$ cat src/rtl/dmem_lsu.sv
// dmem_lsu: byte-addressable RV32I data memory with a valid/ready request port,
// a single registered response slot and a memory-mapped LED register.
module dmem_lsu #(
    parameter int          DEPTH_WORDS = 64,
    parameter int          LED_W       = 1,
    parameter logic [31:0] LED_ADDR    = 32'h0000_1000
) (
    input  logic             clk,
    input  logic             reset,
    input  logic             req_valid,
    output logic             req_ready,
    input  logic             req_we,
    input  logic [2:0]       req_funct3,
    input  logic [31:0]      req_addr,
    input  logic [31:0]      req_wdata,
    output logic             rsp_valid,
    input  logic             rsp_ready,
    output logic [31:0]      rsp_rdata,
    output logic             rsp_err,
    output logic [LED_W-1:0] led
);
    localparam int          AW      = $clog2(DEPTH_WORDS);
    localparam logic [31:0] DEPTH_L = 32'(DEPTH_WORDS);

    typedef enum logic [1:0] {
        SZ_B = 2'd0,
        SZ_H = 2'd1,
        SZ_W = 2'd2
    } size_e;

    logic [31:0]      mem_r [DEPTH_WORDS];
    logic [LED_W-1:0] led_r;
    logic             rsp_valid_r;
    logic [31:0]      rsp_rdata_r;
    logic             rsp_err_r;

    logic             accept_s;
    logic [1:0]       lane_s;
    logic [AW-1:0]    word_idx_s;
    logic             ram_hit_s;
    logic             led_hit_s;
    size_e            size_s;
    logic             unsigned_s;
    logic             f3_ok_s;
    logic             align_ok_s;
    logic             err_s;
    logic [3:0]       mask_s;
    logic [31:0]      wdata_rep_s;
    logic             ram_we_s;
    logic             led_we_s;
    logic [LED_W-1:0] led_next_s;
    logic [31:0]      rd_word_s;
    logic [31:0]      lane_data_s;
    logic [31:0]      load_data_s;
    logic [31:0]      rsp_data_next_s;

    assign req_ready  = !rsp_valid_r || rsp_ready;
    assign accept_s   = req_valid && req_ready;
    assign lane_s     = req_addr[1:0];
    assign word_idx_s = req_addr[2 +: AW];
    assign ram_hit_s  = {2'b00, req_addr[31:2]} < DEPTH_L;
    assign led_hit_s  = req_addr[31:2] == LED_ADDR[31:2];

    // Decode funct3 into access size and extension mode.
    always_comb begin
        size_s     = SZ_W;
        unsigned_s = 1'b0;
        f3_ok_s    = 1'b1;
        case (req_funct3)
            3'b000: size_s = SZ_B;
            3'b001: size_s = SZ_H;
            3'b010: size_s = SZ_W;
            3'b100: begin
                size_s     = SZ_B;
                unsigned_s = 1'b1;
            end
            3'b101: begin
                size_s     = SZ_H;
                unsigned_s = 1'b1;
            end
            default: f3_ok_s = 1'b0;
        endcase
    end

    // Natural-alignment check and store byte mask for the decoded size.
    always_comb begin
        align_ok_s = 1'b1;
        mask_s     = 4'b1111;
        case (size_s)
            SZ_B: begin
                align_ok_s = 1'b1;
                mask_s     = 4'b0001 << lane_s;
            end
            SZ_H: begin
                align_ok_s = (req_addr[0] == 1'b0);
                mask_s     = 4'b0011 << lane_s;
            end
            SZ_W: begin
                align_ok_s = (req_addr[1:0] == 2'b00);
                mask_s     = 4'b1111;
            end
            default: begin
                align_ok_s = 1'b0;
                mask_s     = 4'b0000;
            end
        endcase
    end

    // Replicate right-aligned store data into every lane it could land in.
    always_comb begin
        wdata_rep_s = req_wdata;
        case (size_s)
            SZ_B:    wdata_rep_s = {4{req_wdata[7:0]}};
            SZ_H:    wdata_rep_s = {2{req_wdata[15:0]}};
            SZ_W:    wdata_rep_s = req_wdata;
            default: wdata_rep_s = req_wdata;
        endcase
    end

    assign err_s    = !(ram_hit_s || led_hit_s) || !f3_ok_s
                    || (req_we && unsigned_s) || !align_ok_s;
    assign ram_we_s = accept_s && req_we && !err_s && ram_hit_s;
    assign led_we_s = accept_s && req_we && !err_s && led_hit_s;

    // Byte-masked RAM write; an edge with reset high never commits a store.
    always_ff @(posedge clk) begin
        if (!reset && ram_we_s) begin
            for (int b = 0; b < 4; b++) begin
                if (mask_s[b]) begin
                    mem_r[word_idx_s][8*b +: 8] <= wdata_rep_s[8*b +: 8];
                end
            end
        end
    end

    // LED bits take the store byte mask; bits beyond LED_W do not exist.
    always_comb begin
        led_next_s = led_r;
        for (int i = 0; i < LED_W; i++) begin
            if (mask_s[i/8]) begin
                led_next_s[i] = wdata_rep_s[i];
            end else begin
                led_next_s[i] = led_r[i];
            end
        end
    end

    // LED register.
    always_ff @(posedge clk or posedge reset) begin
        if (reset) begin
            led_r <= '0;
        end else if (led_we_s) begin
            led_r <= led_next_s;
        end
    end

    assign rd_word_s   = mem_r[word_idx_s];
    assign lane_data_s = rd_word_s >> {lane_s, 3'b000};

    // Lane select and sign/zero extension of the load result.
    always_comb begin
        load_data_s = 32'h0000_0000;
        if (led_hit_s) begin
            load_data_s = 32'(led_r);
        end else begin
            case (size_s)
                SZ_B: begin
                    if (unsigned_s) begin
                        load_data_s = {24'h00_0000, lane_data_s[7:0]};
                    end else begin
                        load_data_s = {{24{lane_data_s[7]}}, lane_data_s[7:0]};
                    end
                end
                SZ_H: begin
                    if (unsigned_s) begin
                        load_data_s = {16'h0000, lane_data_s[15:0]};
                    end else begin
                        load_data_s = {{16{lane_data_s[15]}}, lane_data_s[15:0]};
                    end
                end
                SZ_W:    load_data_s = lane_data_s;
                default: load_data_s = 32'h0000_0000;
            endcase
        end
    end

    assign rsp_data_next_s = (req_we || err_s) ? 32'h0000_0000 : load_data_s;

    // Single response slot: a new accept overwrites, a hand-off alone empties it.
    always_ff @(posedge clk or posedge reset) begin
        if (reset) begin
            rsp_valid_r <= 1'b0;
            rsp_rdata_r <= 32'h0000_0000;
            rsp_err_r   <= 1'b0;
        end else if (accept_s) begin
            rsp_valid_r <= 1'b1;
            rsp_rdata_r <= rsp_data_next_s;
            rsp_err_r   <= err_s;
        end else if (rsp_ready) begin
            rsp_valid_r <= 1'b0;
        end
    end

    assign rsp_valid = rsp_valid_r;
    assign rsp_rdata = rsp_rdata_r;
    assign rsp_err   = rsp_err_r;
    assign led       = led_r;

endmodule

$ cat config.mk
export PLATFORM = sky130hd
export DESIGN_NAME = dmem_lsu
export DESIGN_NICKNAME = d
export VERILOG_FILES = /design/src/rtl/dmem_lsu.sv
export SDC_FILE = /design/constraint.sdc
export NUM_CORES = 2
export LEC_CHECK = 0
export BUFFER_PORTS_ARGS = -buffer_cell sky130_fd_sc_hd__clkbuf_2
export CAP_MARGIN = 20
export CORE_UTILIZATION = 45
export DETAILED_ROUTE_END_ITERATION = 6
export PLACE_DENSITY_LB_ADDON = 0.12
export SETUP_SLACK_MARGIN = 0.3
export SYNTH_ARGS = -nofsm -noshare
export SYNTH_HDL_FRONTEND = slang
export SYNTH_SLANG_ARGS = --single-unit
$ cat constraint.sdc
create_clock -name clk -period 3.12 [get_ports clk]
set_input_delay 0 -clock clk [delete_from_list [all_inputs] [get_ports clk]]
set_output_delay 0 -clock clk [all_outputs]
set_load 0.05 [all_outputs]
==> run_results.csv <==
group,metric,value,unit
critical_path,crit_arrival,3.65,ns
hold_path,holdPathStages,4,
critical_path,r2r-start,"mem_r[13][15]",
finish,area_growth,25.5,%
cts,insertion_delay,0.87,ns
drt,top_layer,"met4",
critical_path,critPathLaunchType,"register",
cts,cts_tree,"built",
drt,wl_met2,137000,um
die,die_h,423,um
drt,met3_length,33000,um
sta,slew_viol_final,0,
pwr,powerDensity,589,nW/um2
logic_synthesis,syn_inst,4590,
drt,wl_met1,116000,um
critical_path,r2r-end,"rsp_rdata[29]",
critical_path,required,3.85,ns
drt,post_drt_wl_per_cell,37.3,um
logic_synthesis,synth_cell_types,76,
cts,h-tree-depth,4,
die,io_pins,108,
die,fp.dieArea,179000,um2
logic_synthesis,synth-edff-count,2048,
drt,dr.pass1.iters,6,
finish,multi_input_area,17400,um2
placement,portBuffers,107,
drt,antenna_left,0,
sta,setup_viol,0,
critical_path,cp_cell_sequence,"mux2i_1, o22ai_2, a21oi_1, a21oi_1, and4b_1, a32o_2, buf_6, nand3_4, o2111ai_4, buf_6, buf_12, o211ai_1",
sta,clock_skew,0.0283,ns
critical_path,worstSetupEndpointType,"register",
sta,finalCritPeriodShare,93.6,%
global_route,grt_pass1_vias,49200,
hold_path,hp-class,"input pin to register",
logic_synthesis,yosysMostFrequentCell,"edfxtp_1",
sta,relSlewSlack,19.9,%
outcome,status,"finished clean",
global_route,grt_pass1_wl,406000,um
pwr,leakage,32.6,nW
die,die_w,423,um
sta,hold_ws,0.0510,ns
placement,dpl_cell_area,89800,um2
sta,tightest_slew,1.20,ns
sta,hold_viol_final,0,
critical_path,worstRegToRegCells,12,
finish,drive_gt1_share,30.0,%
logic_synthesis,ys_warn_count,0,
global_route,grt_usage,32.9,%
logic_synthesis,synthArstFlopShare,1.68,%
logic_synthesis,syn_avg_cell_area,17.4,um2
job,drv_cap,0,
placement,hpwlAfterDp,197000,um
critical_path,slowest_delay,0.45,ns
critical_path,path_class,"register to register",
critical_path,r2r_slack,0.20,ns
cts,clock-sinks,2083,
critical_path,critPathBufInv,3,
die,initial_core_util,45.3,%
finish,fillers,13700,
logic_synthesis,yosysTopAreaCellShare,77.1,%
global_route,grt_max_degree,65,
drt,remaining_drc_errors,0,
drt,vias,51900,
logic_synthesis,synth_top_area_cell,"edfxtp_1",
drt,drt_iter0_markers,7422,
cts,clk_pin_slew,0.06,ns
critical_path,worst_path_dominant_cell_family,"compound AO/OA/AOI/OAI gates",
drt,drt-total-wl,300000,um
logic_synthesis,synth_fp_nets,4662,
cts,cts_buffers,211,
logic_synthesis,synth_area,79700,um2
hold_path,min_to,"mem_r[6][31]",
finish,regArea,62400,um2
sta,layout_min_cycle_time,2.92,ns
die,core,176000,um2
cts,cts_buffer_depth,3,
logic_synthesis,synth_ff_type,"edfxtp_1",
sta,timing.fmax,343,MHz
cts,cts_root_buffer,"clkbuf_16",
finish,nets,5590,
pwr,peakVddDrop,521,uV
die,rows,154,
logic_synthesis,ys_top_cells_by_count,"edfxtp_1, a22oi_1, nor2_1",
hold_path,hp-start,"req_wdata[31]",
critical_path,cp_max_fo,8,
placement,gp_congestion,0.935,
global_route,antenna_found_initial,9,
logic_synthesis,netlist_top_cells_area,"edfxtp_1, a22oi_1, a221oi_1, mux2i_1, nor2_1",
drt,viasPerCell,6.45,
logic_synthesis,ys_ff_latch,2083,
global_route,overflow,0,
logic_synthesis,ys_seq_area_share,78.2,%
critical_path,critPathSlowestCell,"and4b_1",
sta,rsz0062_at_grt,"true",
pwr,p_total,59.0,mW
finish,stdcell_area,100000,um2
state kept, by name, indices dropped and copies added, names as in the netlist:
name,flops
mem_r,2048
rsp_err,1
rsp_rdata,32
rsp_valid,1
led,1
report_power, final:
group | total, mW | switching [mW] | internal (mW)
registers | 30.9 | 0.000902 | 30.9
logic | 4.04 | 2.74 | 1.30
clock network | 24.0 | 10.7 | 13.3
through the flow:
step	utilization (%)	TNS [ns]	cells	setup WS, ns
floorplan	-	-25.87	4590	-0.0274
global placement	50.9	-13.98	7537	-0.955
detailed placement	51.0	-13.42	7539	-0.936
CTS	55.8	0	8010	0.158
global route	56.8	0	8029	0.173
finish	56.8	0	8037	0.201
area by class of cell:
type	instances	area share (%)
Tap cell	2340	2.93
Clock inverter	113	0.841
Sequential cell	2083	62.3
Clock buffer	271	5.56
Timing Repair Buffer	1033	10.9
Antenna cell	8	0.0200
Multi-Input combinational cell	2179	17.4
Inverter	10	0.0375
worst max-delay path by stage:
stage	start	to	slack, ns	cells past startpoint
after floorplan	rsp_valid	mem_r[10][16]	-0.03	8
after global placement	req_addr[3]	rsp_rdata[13]	-0.95	13
after detailed placement	req_addr[4]	rsp_rdata[13]	-0.94	12
after CTS	mem_r[41][31]	rsp_rdata[29]	0.16	14
after global routing	rsp_valid	mem_r[45][4]	0.17	11
final	mem_r[13][15]	rsp_rdata[29]	0.20	12
per-layer routing:
layer,track usage (%),vias up
met3,8.25,605
met5,0,-
li1,-,20800
met4,13.3,0
met2,50.5,3347
met1,45.0,27200
what timing repair did:
action | 4_1_cts | 5_1_grt
endpoints found under the hold margin | 742 | 4
gates cloned | 12 | 10
hold buffers | 53 | 1
pin swaps | 52 | 77
setup buffers | 22 | 7
resized for setup | 252 | 420
endpoints found under the setup margin | 1061 | 2057
worst reg2reg max path: cells and delay by family, from the launching register on:
kind | cells | cell delay (ns)
buffers and inverters | 3 | 0.38
DFF | 1 | 0.36
muxes | 1 | 0.30
AOI/OAI and AO/OA | 6 | 1.25
and+or+nand+nor | 2 | 0.52
layout by cell type (no fill, tap or decap), types with 11 or more instances in the layout:
master | netlist | final
edfxtp_1 | 2048 | 2048
buf_4 | 47 | 527
a22oi_1 | 405 | 404
clkbuf_16 | 0 | 220
nand2_1 | 190 | 181
a221oi_1 | 179 | 170
nor2_1 | 369 | 163
buf_12 | 0 | 161
nor2_4 | 0 | 148
mux2i_1 | 148 | 144
a21oi_1 | 123 | 122
clkbuf_2 | 0 | 104
a22o_1 | 98 | 98
buf_6 | 26 | 97
a31oi_1 | 88 | 86
mux2_2 | 81 | 81
o21ai_0 | 85 | 73
buf_8 | 5 | 73
nor2_2 | 1 | 59
clkbuf_1 | 94 | 57
clkinv_1 | 1 | 55
dlygate4sd3_1 | 0 | 54
mux4_2 | 48 | 48
o22ai_1 | 45 | 40
dfrtp_1 | 35 | 34
clkinv_2 | 0 | 32
a221o_1 | 29 | 29
a41oi_1 | 26 | 26
nor4_1 | 20 | 19
o211ai_1 | 17 | 17
nor3_1 | 17 | 14
nand4_1 | 14 | 14
a222oi_1 | 14 | 14
o2bb2ai_1 | 13 | 13
a221oi_2 | 4 | 12
o21ai_4 | 0 | 12
buf_16 | 0 | 11
kinds of logic after synthesis:
family / synth area share, %
DFF: 78.2
buffers and inverters: 2.28
AOI/OAI and AO/OA: 11.3
and+or+nand+nor: 3.77
muxes: 4.46
Note: power is estimated with default switching activity, not from simulation.
